[src/rtl/exception_control_unit.sv]
// exception_control_unit
//
// Responds to the Control_Unit exception interface. When a fault is seen in
// IDLE it arbitrates the cause, saves PC-4 for EPC, reads the handler address
// byte from a fixed memory vector and loads it (zero-extended) into PC.
// Exception_Signal stays high for the whole sequence so the Control_Unit
// idles until Exc_Done.
//
// Ports:
//   Clock            in   system clock, rising edge
//   Reset            in   asynchronous active-low reset
//   OPCode_Error     in   undecoded opcode/funct (never gated)
//   AllowException   in   qualifies Overflow / Div_Zero
//   Overflow         in   ALU signed overflow
//   Div_Zero         in   divider divisor == 0
//   PC               in   current PC (already +4 past the faulting instruction)
//   Mem_Byte         in   memory read data [7:0]
//   Exception_Signal out  exception sequence in progress
//   Exc_Cause        out  00 none, 01 opcode, 10 overflow, 11 div-zero
//   EPC_Value        out  PC-4, data for EPC
//   EPC_Write        out  EPC load enable
//   Exc_Mem_Sel      out  route Exc_Vector onto the memory address (read)
//   Exc_Vector       out  handler vector byte address
//   Exc_Handler_PC   out  {24'b0, Mem_Byte}
//   Exc_PC_Load      out  PC load enable with Exc_Handler_PC
//   Exc_Done         out  one-cycle completion pulse
module exception_control_unit #(
  parameter int          MEM_WAIT     = 2,
  parameter logic [31:0] VEC_OPCODE   = 32'd253,
  parameter logic [31:0] VEC_OVERFLOW = 32'd254,
  parameter logic [31:0] VEC_DIVZERO  = 32'd255
) (
  input  logic        Clock,
  input  logic        Reset,
  input  logic        OPCode_Error,
  input  logic        AllowException,
  input  logic        Overflow,
  input  logic        Div_Zero,
  input  logic [31:0] PC,
  input  logic [7:0]  Mem_Byte,
  output logic        Exception_Signal,
  output logic [1:0]  Exc_Cause,
  output logic [31:0] EPC_Value,
  output logic        EPC_Write,
  output logic        Exc_Mem_Sel,
  output logic [31:0] Exc_Vector,
  output logic [31:0] Exc_Handler_PC,
  output logic        Exc_PC_Load,
  output logic        Exc_Done
);

  localparam logic [2:0] IDLE     = 3'd0;
  localparam logic [2:0] SAVE     = 3'd1;
  localparam logic [2:0] MEM_READ = 3'd2;
  localparam logic [2:0] LOAD_PC  = 3'd3;
  localparam logic [2:0] DONE     = 3'd4;

  localparam logic [1:0] CAUSE_OPCODE   = 2'b01;
  localparam logic [1:0] CAUSE_OVERFLOW = 2'b10;
  localparam logic [1:0] CAUSE_DIVZERO  = 2'b11;

  // Counter starts at MEM_WAIT-1 so MEM_READ lasts exactly MEM_WAIT cycles.
  localparam logic [3:0] CNT_LOAD = 4'(MEM_WAIT - 1);

  logic [2:0]  state;
  logic [2:0]  state_nxt;
  logic [3:0]  cnt;
  logic        trigger;
  logic [1:0]  cause_sel;
  logic [31:0] vector_sel;

  assign trigger = OPCode_Error | (AllowException & (Div_Zero | Overflow));

  // Priority: opcode error, then divide by zero, then overflow.
  always_comb begin
    cause_sel  = CAUSE_OVERFLOW;
    vector_sel = VEC_OVERFLOW;
    if (OPCode_Error) begin
      cause_sel  = CAUSE_OPCODE;
      vector_sel = VEC_OPCODE;
    end else if (Div_Zero) begin
      cause_sel  = CAUSE_DIVZERO;
      vector_sel = VEC_DIVZERO;
    end
  end

  always_comb begin
    state_nxt = state;
    case (state)
      IDLE:     if (trigger) state_nxt = SAVE;
      SAVE:     state_nxt = MEM_READ;
      MEM_READ: if (cnt == 4'd0) state_nxt = LOAD_PC;
      LOAD_PC:  state_nxt = DONE;
      DONE:     state_nxt = IDLE;
      default:  state_nxt = IDLE;
    endcase
  end

  // Strobes are decoded from the next state and registered, so every output
  // is a flop and each strobe lines up with the cycle its state is active.
  always_ff @(posedge Clock or negedge Reset) begin
    if (!Reset) begin
      state            <= IDLE;
      cnt              <= 4'd0;
      Exception_Signal <= 1'b0;
      Exc_Cause        <= 2'b00;
      EPC_Value        <= 32'd0;
      EPC_Write        <= 1'b0;
      Exc_Mem_Sel      <= 1'b0;
      Exc_Vector       <= 32'd0;
      Exc_Handler_PC   <= 32'd0;
      Exc_PC_Load      <= 1'b0;
      Exc_Done         <= 1'b0;
    end else begin
      state            <= state_nxt;
      Exception_Signal <= (state_nxt != IDLE);
      EPC_Write        <= (state_nxt == SAVE);
      Exc_Mem_Sel      <= (state_nxt == MEM_READ);
      Exc_PC_Load      <= (state_nxt == LOAD_PC);
      Exc_Done         <= (state_nxt == DONE);
      case (state)
        IDLE: begin
          if (trigger) begin
            Exc_Cause  <= cause_sel;
            Exc_Vector <= vector_sel;
            EPC_Value  <= PC - 32'd4;
          end
        end
        SAVE: cnt <= CNT_LOAD;
        MEM_READ: begin
          // Address has been stable MEM_WAIT cycles; the data byte is valid.
          if (cnt == 4'd0) Exc_Handler_PC <= {24'b0, Mem_Byte};
          else             cnt <= cnt - 4'd1;
        end
        default: ;
      endcase
    end
  end

endmodule

[config.mk]
export PLATFORM = sky130hd
export DESIGN_NAME = exception_control_unit
export DESIGN_NICKNAME = d
export VERILOG_FILES = /design/src/rtl/exception_control_unit.sv
export SDC_FILE = /design/constraint.sdc
export NUM_CORES = 1
export LEC_CHECK = 0
export ABC_AREA = 0
export CORE_MARGIN = 2
export CORE_UTILIZATION = 37
export CTS_CLUSTER_DIAMETER = 120
export DETAILED_ROUTE_END_ITERATION = 8
export PLACE_DENSITY = 0.89
export REMOVE_ABC_BUFFERS = 1
export SYNTH_ARGS = -nofsm -noshare
export SYNTH_HDL_FRONTEND = slang
export SYNTH_SLANG_ARGS = --single-unit
[constraint.sdc]
create_clock -name Clock -period 1.86 [get_ports Clock]
set_input_delay 0.372 -clock Clock [delete_from_list [all_inputs] [get_ports Clock]]
set_output_delay 0.372 -clock Clock [all_outputs]
set_load 0.05 [all_outputs]
==> results of run 1 <==
[layout by cell type (no fill, tap or decap), types with 4 or more instances in the layout]
cell and instances:
conb_1 48, dfrtp_1 55, nand3_1 7, clkbuf_8 6
mux2_4 8, nor3_1 7, buf_4 92, dlygate4sd2_1 5
nand2_1 37, nor4_2 7, dlymetal6s2s_1 13, a21oi_1 6
o21ai_1 31, inv_1 4, clkdlybuf4s50_1 36, xnor2_1 15
nor2_1 15, xor2_1 12
[flip-flops by register name, indices dropped and copies added (netlist names)]
register	count
Exc_Cause	1
cnt	4
Exc_Mem_Sel	1
Exc_Handler_PC	8
Exc_Done	1
Exc_PC_Load	1
EPC_Value	32
Exc_Vector	2
EPC_Write	1
Exception_Signal	1
state	3
[cell type report]
| cell class | instances | area [um^2] |
|---|---|---|
| repair buffers | 155 | 1360 |
| inverters | 7 | 26.3 |
| clock inverters | 2 | 35.0 |
| fillers | 719 | 3680 |
| well taps | 105 | 131 |
| flip-flops and latches | 55 | 1380 |
| multi-input cells | 239 | 1520 |
| clock buffers | 6 | 82.6 |
[cells by family after synthesis]
| family | count (synthesis) | synth area share |
|---|---|---|
| other cells | 1 | 0.00120 |
| flops | 55 | 0.439 |
| simple gates | 101 | 0.179 |
| mux | 10 | 0.0359 |
| compound gates | 50 | 0.0875 |
| xor+xnor | 27 | 0.0755 |
| buf+inv | 75 | 0.170 |
| fa+ha+maj | 3 | 0.0120 |
[stage by stage]
stage	utilization	hold WS (ns)	total power [W]	setup WS, ns
floorplan	-	0.0764	0.00500	-0.595
global placement	0.515	0.393	0.00643	-0.402
detailed placement	0.515	0.395	0.00657	-0.453
CTS	0.535	0.0559	0.00742	-0.00554
global route	0.552	0.0641	0.00796	-0.0722
finish	0.552	0.0412	0.00754	-0.0326
[path summary, 6_finish.rpt]
path                                                      end                      start  depth (start not counted)
min in group Clock                  EPC_Value[13]$_DFFE_PN0P_                     PC[13]                          3
worst max register to register  Exc_Handler_PC[5]$_DFFE_PN0P_         cnt[1]$_DFFE_PN0P_                          6
worst min register to register      EPC_Value[15]$_DFFE_PN0P_  EPC_Value[15]$_DFFE_PN0P_                          2
worst max-delay path            Exc_Handler_PC[5]$_DFFE_PN0P_         cnt[1]$_DFFE_PN0P_                          6
max in group asynchronous            EPC_Value[0]$_DFFE_PN0P_                      Reset                          2
worst min-delay path               Exception_Signal$_DFF_PN0_                      Reset                          2
[critical path: cells and delay by family, from the launching register on]
family        cells  cell delay (ns)
fa+ha+maj         1             0.12
flops             1             0.41
buf+inv           2             0.29
simple gates      2             0.65
mux               1             0.31
[routing by layer]
metal  routed length (um)  part of all wire
met5                    0                 0
met3                  478             0.062
met1                 3160              0.41
met2                 3990              0.51
met4                  136             0.018
[repair_timing]
action	CTS	global route
resized for setup	24	34
endpoints found under the setup margin	27	23
pin swaps	11	8
gates cloned	0	1
setup buffers	2	2
[where the power goes]
part / internal, W / switching, W / leakage [nW] / total, W
sequential: 0.00175 / 0.000317 / 0.675 / 0.00207
clock: 0.000436 / 0.000387 / 0.0612 / 0.000823
combinational: 0.00151 / 0.00313 / 1.46 / 0.00464
==> impl_metrics.env, run 1 <==
export IMPL_status="finished with violations"
export IMPL_failed_checks="setup timing"
export IMPL_vias_per_cell=4.56
export IMPL_ys_ff_latch=55
export IMPL_ys_types=47
export IMPL_final_nets=512
export IMPL_yosysTopAreaCell="dfrtp_1"
export IMPL_portBuffers=100
export IMPL_place_area_um2=4230
export IMPL_power_leakage_nw=2.19
export IMPL_netlist_area_um2=3130
export IMPL_die_y_um=96.0
export IMPL_required_ns=2.05
export IMPL_peakVddDrop_uv=761
export IMPL_max_freq_ghz=0.528
export IMPL_synth_edff_count=0
export IMPL_finalHoldViolCount=0
export IMPL_synth_cells=322
export IMPL_finalClockSkew_ns=0.0135
export IMPL_clk_pin_slew_ns=0.09
export IMPL_cap_violations=0
export IMPL_synthToLayoutAreaGrowth_pct=44.8
export IMPL_ys_top_cells_by_count="55 x buf_4, 55 x dfrtp_1, 37 x nand2_1"
export IMPL_worst_slack_ns=-0.0326
export IMPL_dr_pass1_iters=4
export IMPL_ys_seq_area_frac=0.439
export IMPL_antenna_found_initial=0
export IMPL_met3_usage=0.0368
export IMPL_synthArstFlopShare=1.00
export IMPL_start_util=0.381
export IMPL_route_detailed_drc=0
export IMPL_setup_viol=6
export IMPL_htreeDepth=2
export IMPL_p_per_area_nw_per_um2=1660
export IMPL_place_congestion=0.799
export IMPL_path_max_fanout=6
export IMPL_yosys_top_cells_area="dfrtp_1 44%, buf_4 13%, o21ai_1 5.0%, nand2_1 4.4%, xnor2_1 4.2%"
export IMPL_clock_latency_ns=0.31
export IMPL_tightest_slew_ns=0.517
export IMPL_fin_crit_sh=1.02
export IMPL_place_inst=556
export IMPL_cts_buffer_depth=2
export IMPL_rows=33
export IMPL_drv_slew=0
export IMPL_reg2reg_slack_ns=-0.03
export IMPL_grt_overflow_total=0
export IMPL_tns_ns=-0.170
export IMPL_endpoint_kind="flop"
export IMPL_synthFlopType="dfrtp_1"
export IMPL_cts_tree="built"
export IMPL_track_usage=0.160
export IMPL_wl_mm=7.77
export IMPL_dp_hpwl_mm=5.77
export IMPL_grt_pass1_vias=2512
export IMPL_cts_sinks=55
export IMPL_worst_ep_arrival_time_ns=2.08
export IMPL_rsz0062_at_grt="yes"
export IMPL_start_kind="flop"
export IMPL_final_cell_area_um2=4540
export IMPL_ios=149
export IMPL_grt_pass1_wl_mm=11.5
export IMPL_holdCritPathClass="input pin to asynchronous set/reset pin"
export IMPL_final_antenna_net_count=0
export IMPL_post_drt_wl_per_cell_um=13.7
export IMPL_crit_chain="inv_2 > ha_4 > or3b_4 > nor3_4 > buf_6 > mux2_4"
export IMPL_met2_usage=0.283
export IMPL_cts_inserted_buffers=5
export IMPL_root_buffer="clkbuf_8"
export IMPL_slew_limit_headroom=0.655
export IMPL_num_antenna_cells=0
export IMPL_ys_warn_count=0
export IMPL_drive_gt1_frac=0.308
export IMPL_die_area_um2=9220
export IMPL_busiest_layer="met2"
export IMPL_postSynthAreaPerCell_um2=9.73
export IMPL_coreArea_um2=8220
export IMPL_postCtsHoldBufs=0
export IMPL_drtIter0Drc=95
export IMPL_slowest_delay_ns=0.41
export IMPL_cp_slowest_cell="dfrtp_1"
export IMPL_grt_max_degree=56
export IMPL_die_x_um=96.0
export IMPL_num_vias=2597
export IMPL_period_needed_ns=1.89
export IMPL_fin_cells=569
export IMPL_crit_type="flop to flop"
export IMPL_met1_usage=0.189
export IMPL_synth_top_area_frac=0.439
No activity file was read; power rests on OpenSTA's default activity.
==> inputs of run 2 (changes only) <==
- PLACE_DENSITY: 0.89 -> 0.77
==> run 2 against run 1 <==
Against the previous run:
- the run now ends clean
- sequential share of layout area down 0.48 points
- setup slack better by 0.084 ns
- design area up 1.6%
- sequential power about the same
- first-iteration DRC count down 3.2%
- global-route usage up 0.13 points
- utilization up 0.88 points
- critical endpoint is now Exc_Done
- critical path type is now flop to output pin
- critical path depth down 5
- combinational power down 2%
- register-to-register slack better by 0.09 ns
- die area unchanged
==> impl_metrics.env, run 2 (synthesis results as in run 1) <==
export IMPL_pwr_share_clk=0.097
export IMPL_setup_viol=0
export IMPL_seqPwrFrac=0.280
export IMPL_die_y_um=96.0
export IMPL_power_leakage_nw=2.26
export IMPL_finalCoreUtilization=0.561
export IMPL_worstHoldStart="PC[2]"
export IMPL_tns_ns=0
export IMPL_p_comb_frac=0.622
export IMPL_wl_mm=7.45
export IMPL_required_ns=1.49
export IMPL_clock_latency_ns=0.31
export IMPL_die_x_um=96.0
export IMPL_die_area_um2=9220
export IMPL_final_common_cell="buf_4"
export IMPL_coreArea_um2=8220
export IMPL_internal_power_w=0.00352
export IMPL_peakVddDrop_uv=1020
export IMPL_start_kind="flop"
export IMPL_r2r_start="cnt[0]$_DFFE_PN0P_"
export IMPL_place_area_um2=4290
export IMPL_grt_pass1_vias=2434
export IMPL_max_freq_ghz=0.553
export IMPL_grt_pass1_wl_mm=11.4
export IMPL_switching_share=0.518
export IMPL_fin_crit_sh=0.972
export IMPL_clk_pin_slew_ns=0.10
export IMPL_num_vias=2622
export IMPL_largest_reg_flops=32
export IMPL_p_per_area_nw_per_um2=1580
export IMPL_rows=33
export IMPL_regMostFlops="EPC_Value"
export IMPL_nFillCells=742
export IMPL_antenna_found_initial=0
export IMPL_ios=149
export IMPL_fin_cells=580
export IMPL_place_congestion=0.830
export IMPL_synthToLayoutAreaGrowth_pct=47.1
export IMPL_status="finished, final reports clean"
export IMPL_path_delay_family="buffers and inverters"
export IMPL_place_inst=562
export IMPL_htreeDepth=2
export IMPL_fin_hold_ws_ns=0.450
export IMPL_crit_type="flop to output pin"
export IMPL_track_usage=0.161
export IMPL_tightest_slew_ns=0.504
export IMPL_num_antenna_cells=0
export IMPL_register_area_um2=1380
export IMPL_holdCritPathClass="input pin to flop"
export IMPL_multi_input_area_um2=1500
export IMPL_cts_inserted_buffers=5
export IMPL_grt_overflow_total=0
export IMPL_cp_num_buf_inv=1
export IMPL_cts_buffer_depth=2
export IMPL_top_regs="EPC_Value: 32 flops, Exc_Handler_PC: 8 flops, cnt: 4 flops"
export IMPL_final_cell_area_um2=4610
export IMPL_cts_tree="built"
export IMPL_vias_per_cell=4.52
export IMPL_route_detailed_drc=0
export IMPL_worst_ep_arrival_time_ns=1.44
export IMPL_crit_chain="clkdlybuf4s50_1"
export IMPL_finalHoldViolCount=0
export IMPL_p_sw_w=0.00379
export IMPL_start_util=0.381
export IMPL_endpoint_kind="output pin"
export IMPL_post_drt_wl_per_cell_um=12.8
export IMPL_drive_gt1_frac=0.286
export IMPL_cp_startpoint="Exc_Done$_DFF_PN0_"
export IMPL_final_antenna_net_count=0
export IMPL_cp_slowest_cell="clkdlybuf4s50_1"
export IMPL_final_nets=523
export IMPL_drtIter0Drc=92
export IMPL_root_buffer="clkbuf_8"
export IMPL_dr_pass1_iters=4
export IMPL_dr_wl_met3_um=464
export IMPL_portBuffers=100
export IMPL_grt_max_degree=39
export IMPL_path_max_fanout=1
export IMPL_cap_violations=0
export IMPL_cts_sinks=55
export IMPL_drv_slew=0
export IMPL_period_needed_ns=1.81
export IMPL_wl_met1_mm=3.10
export IMPL_final_cell_mix="95 x buf_4, 55 x dfrtp_1, 48 x conb_1, 37 x nand2_1, 36 x clkdlybuf4s50_1"
export IMPL_dp_hpwl_mm=5.78
export IMPL_wl_met2_mm=3.80
export IMPL_slowest_delay_ns=0.79
export IMPL_finalClockSkew_ns=0.00887
export IMPL_slew_limit_headroom=0.663
export IMPL_dr_max_layer_used="met4"
==> run 2: layout make-up <==
class,count,share of cell area
Clock buffer,6,0.0179
Clock inverter,2,0.00353
Multi-Input combinational cell,239,0.325
Timing Repair Buffer,166,0.321
Inverter,7,0.00570
Sequential cell,55,0.299
Tap cell,105,0.0285
==> run 2: power groups by stage <==
stage               registers (W)  clock network (W)  logic [W]
floorplan                 0.00385                  0    0.00114
global placement          0.00205                  0    0.00447
detailed placement        0.00207                  0    0.00455
CTS                       0.00206           0.000747    0.00455
global route              0.00211           0.000786    0.00480
finish                    0.00205           0.000711    0.00454
==> run 2: through the flow <==
stage / setup WS (ns) / power, W
floorplan: -0.595 / 0.00500
finish: 0.0513 / 0.00730
CTS: 0.00112 / 0.00735
detailed placement: -0.497 / 0.00663
global route: -0.0324 / 0.00770
global placement: -0.408 / 0.00652
==> run 2: layer usage <==
layer  track usage  vias up
met3        0.0305        8
met1         0.193     1223
li1              -     1286
met4        0.0476        0
met5             0        -
met2         0.291      105
==> run 2: timing repair <==
item / in CTS / in global routing
endpoints found under the setup margin: 28 / 34
hold buffers: 1 / 0
hold endpoints to repair: 17 / 0
pin swaps: 6 / 5
resized for setup: 23 / 30
buffers inserted: 3 / 6
==> run 2: final timing paths <==
| kind | slack [ns] | endpoint | cells after the start |
|---|---|---|---|
| worst max-delay path | 0.05 | Exc_Done | 1 |
| worst min-delay path | 0.45 | EPC_Value[2]$_DFFE_PN0P_ | 3 |
| worst max register to register | 0.06 | Exc_Handler_PC[6]$_DFFE_PN0P_ | 6 |
| worst min register to register | 0.49 | Exc_Handler_PC[5]$_DFFE_PN0P_ | 1 |
| max in group asynchronous | 0.78 | Exc_Vector[1]$_DFFE_PN0P_ | 3 |
| min in group asynchronous | 0.53 | EPC_Value[5]$_DFFE_PN0P_ | 2 |
==> run 2: worst reg2reg max path: stages (launching register included) <==
cell and delay, ns:
dfrtp_1 0.40, inv_1 0.08, ha_1 0.14, or3b_4 0.38, nor3_2 0.19, buf_6 0.17
mux2_1 0.33
==> inputs of run 3 (changes only) <==
==> constraint.sdc (replaced) <==
create_clock -name Clock -period 1.86 [get_ports Clock]
set_input_delay 0.279 -clock Clock [delete_from_list [all_inputs] [get_ports Clock]]
set_output_delay 0.279 -clock Clock [all_outputs]
set_load 0.05 [all_outputs]
==> run 3 against run 2 <==
Against the previous run:
- clock-buffer cell count fell by 1
- critical path depth up 5
- sequential share of layout area rose by 0.28 points
- register-to-register slack lost 0.02 ns
- setup slack worse by 0.011 ns
- power is 2.8% higher
- flip-flop and latch count stayed put
- routed wire length is 3.2% lower
- fmax is 0.63% lower
- clock power down 2%
- via count is 1.9% lower
- critical endpoint is now Exc_Handler_PC[4]$_DFFE_PN0P_
==> impl_metrics.env, run 3 (synthesis results as in run 1) <==
export IMPL_cp_slowest_cell="dfrtp_1"
export IMPL_antenna_found_initial=0
export IMPL_r2r_start="cnt[1]$_DFFE_PN0P_"
export IMPL_final_nets=514
export IMPL_slew_limit_headroom=0.650
export IMPL_dp_hpwl_mm=5.61
export IMPL_period_needed_ns=1.82
export IMPL_cp_startpoint="cnt[1]$_DFFE_PN0P_"
export IMPL_num_antenna_cells=0
export IMPL_cts_sinks=55
export IMPL_grt_max_degree=39
export IMPL_clock_latency_ns=0.31
export IMPL_peakVddDrop_uv=923
export IMPL_slowest_delay_ns=0.41
export IMPL_switching_share=0.507
export IMPL_total_power_w=0.00750
export IMPL_nFillCells=723
export IMPL_start_util=0.381
export IMPL_vias_per_cell=4.51
export IMPL_seqPwrFrac=0.272
export IMPL_finalClockSkew_ns=0.0142
export IMPL_largest_reg_flops=32
export IMPL_finalHoldViolCount=0
export IMPL_p_sw_w=0.00381
export IMPL_clk_pin_slew_ns=0.11
export IMPL_start_kind="flop"
export IMPL_root_buffer="clkbuf_8"
export IMPL_path_max_fanout=5
export IMPL_fin_crit_sh=0.979
export IMPL_reg2reg_slack_ns=0.04
export IMPL_ios=149
export IMPL_synthToLayoutAreaGrowth_pct=45.7
export IMPL_grt_pass1_wl_mm=11.6
export IMPL_portBuffers=100
export IMPL_holdCritPathClass="input pin to asynchronous set/reset pin"
export IMPL_cts_inserted_buffers=5
export IMPL_die_x_um=96.0
export IMPL_tightest_slew_ns=0.524
export IMPL_setup_viol=0
export IMPL_final_antenna_net_count=0
export IMPL_route_detailed_drc=0
export IMPL_required_ns=2.06
export IMPL_worst_ep_arrival_time_ns=2.02
export IMPL_die_area_um2=9220
export IMPL_endpoint_kind="flop"
export IMPL_max_freq_ghz=0.549
export IMPL_place_congestion=0.838
export IMPL_internal_power_w=0.00370
export IMPL_cts_tree="built"
export IMPL_status="finished, final reports clean"
export IMPL_regMostFlops="EPC_Value"
export IMPL_track_usage=0.160
export IMPL_final_cell_mix="87 x clkdlybuf4s50_1, 61 x buf_4, 55 x dfrtp_1, 48 x conb_1, 37 x nand2_1"
export IMPL_crit_type="flop to flop"
export IMPL_grt_overflow_total=0
export IMPL_finalCoreUtilization=0.556
export IMPL_final_common_cell="clkdlybuf4s50_1"
export IMPL_p_comb_frac=0.635
export IMPL_crit_chain="inv_2 > ha_1 > or3b_4 > nor3_4 > buf_6 > mux2_1"
export IMPL_die_y_um=96.0
export IMPL_post_drt_wl_per_cell_um=12.6
export IMPL_rsz0062_at_grt="yes"
export IMPL_place_area_um2=4340
export IMPL_wl_mm=7.21
export IMPL_grt_pass1_vias=2438
export IMPL_rows=33
export IMPL_final_cell_area_um2=4570
export IMPL_num_vias=2573
export IMPL_p_per_area_nw_per_um2=1640
export IMPL_post_place_ws_ns=-0.336
export IMPL_drtIter0Drc=58
export IMPL_coreArea_um2=8220
export IMPL_cap_violations=0
export IMPL_pwr_share_clk=0.093
export IMPL_power_leakage_nw=2.00
export IMPL_drv_slew=0
export IMPL_worst_slack_ns=0.0398
export IMPL_drive_gt1_frac=0.221
export IMPL_cts_buffer_depth=2
export IMPL_top_regs="EPC_Value: 32 flops, Exc_Handler_PC: 8 flops, cnt: 4 flops"
export IMPL_htreeDepth=2
export IMPL_dr_pass1_iters=4
==> run 3: cell count changes in the layout (fill, tap and decap cells not counted), moves of 2 or more <==
cell	previous run	this run
buf_12	2	4
buf_4	95	61
clkdlybuf4s15_1	2	0
clkdlybuf4s50_1	36	87
dlygate4sd2_1	9	0
dlymetal6s2s_1	17	0
mux2_1	10	8
mux2_4	0	2
nor4_2	4	7
nor4_4	5	2
==> run 3: layout make-up <==
type	instances	area [um^2]	area share
Sequential cell	55	1380	0.301
Multi-Input combinational cell	239	1480	0.324
Inverter	7	26.3	0.00575
Tap cell	105	131	0.0288
Timing Repair Buffer	157	1460	0.319
Clock buffer	5	68.8	0.0151
Clock inverter	3	27.5	0.00603
==> run 3: power by group through the flow <==
stage / logic, W / clock network [W] / registers, W
6_report: 0.00476 / 0.000700 / 0.00204
3_3_place_gp: 0.00462 / 0 / 0.00204
4_1_cts: 0.00477 / 0.000727 / 0.00205
5_1_grt: 0.00508 / 0.000789 / 0.00212
3_5_place_dp: 0.00470 / 0 / 0.00206
2_1_floorplan: 0.00114 / 0 / 0.00385
==> run 3: repair_timing <==
item	CTS	global route
pin swaps	2	2
buffers inserted	2	1
endpoints found under the setup margin	3	20
hold buffers	1	0
resized for setup	9	11
cloned	1	0
hold endpoints to repair	17	0
==> run 3: worst max-delay path: cells and delay by family, from the launching register on <==
| family | cells | cell delay, ns |
|---|---|---|
| flops | 1 | 0.41 |
| simple gates | 2 | 0.62 |
| buf+inv | 2 | 0.24 |
| fa+ha+maj | 1 | 0.14 |
| mux | 1 | 0.32 |
==> run 3: metrics by stage <==
| step | instances | TNS (ns) | hold WS [ns] |
|---|---|---|---|
| after detailed placement | 558 | -9.20 | 0.237 |
| final | 571 | 0 | 0.411 |
| after global placement | 558 | -8.04 | 0.230 |
| after CTS | 570 | 0 | 0.417 |
| after floorplan | 301 | -16.09 | -0.0166 |
| after global routing | 571 | -0.0159 | 0.441 |
==> run 3: path summary, 6_finish.rpt <==
check	to	cells past startpoint
worst min register to register	EPC_Value[31]$_DFFE_PN0P_	2
worst max register to register	Exc_Handler_PC[4]$_DFFE_PN0P_	6
min in group Clock	EPC_Value[31]$_DFFE_PN0P_	2
worst max-delay path	Exc_Handler_PC[4]$_DFFE_PN0P_	6
max in group asynchronous	Exc_Vector[1]$_DFFE_PN0P_	3
worst min-delay path	EPC_Value[5]$_DFFE_PN0P_	2
==> run 3: routing by layer <==
metal	global-route usage	routed length, um	up-vias	share of wire
li1	-	-	1265	-
met1	0.197	2980	1216	0.41
met2	0.283	3770	87	0.52
met3	0.0352	414	5	0.057
met4	0.0393	51	0	0.0071
met5	0	0	-	0
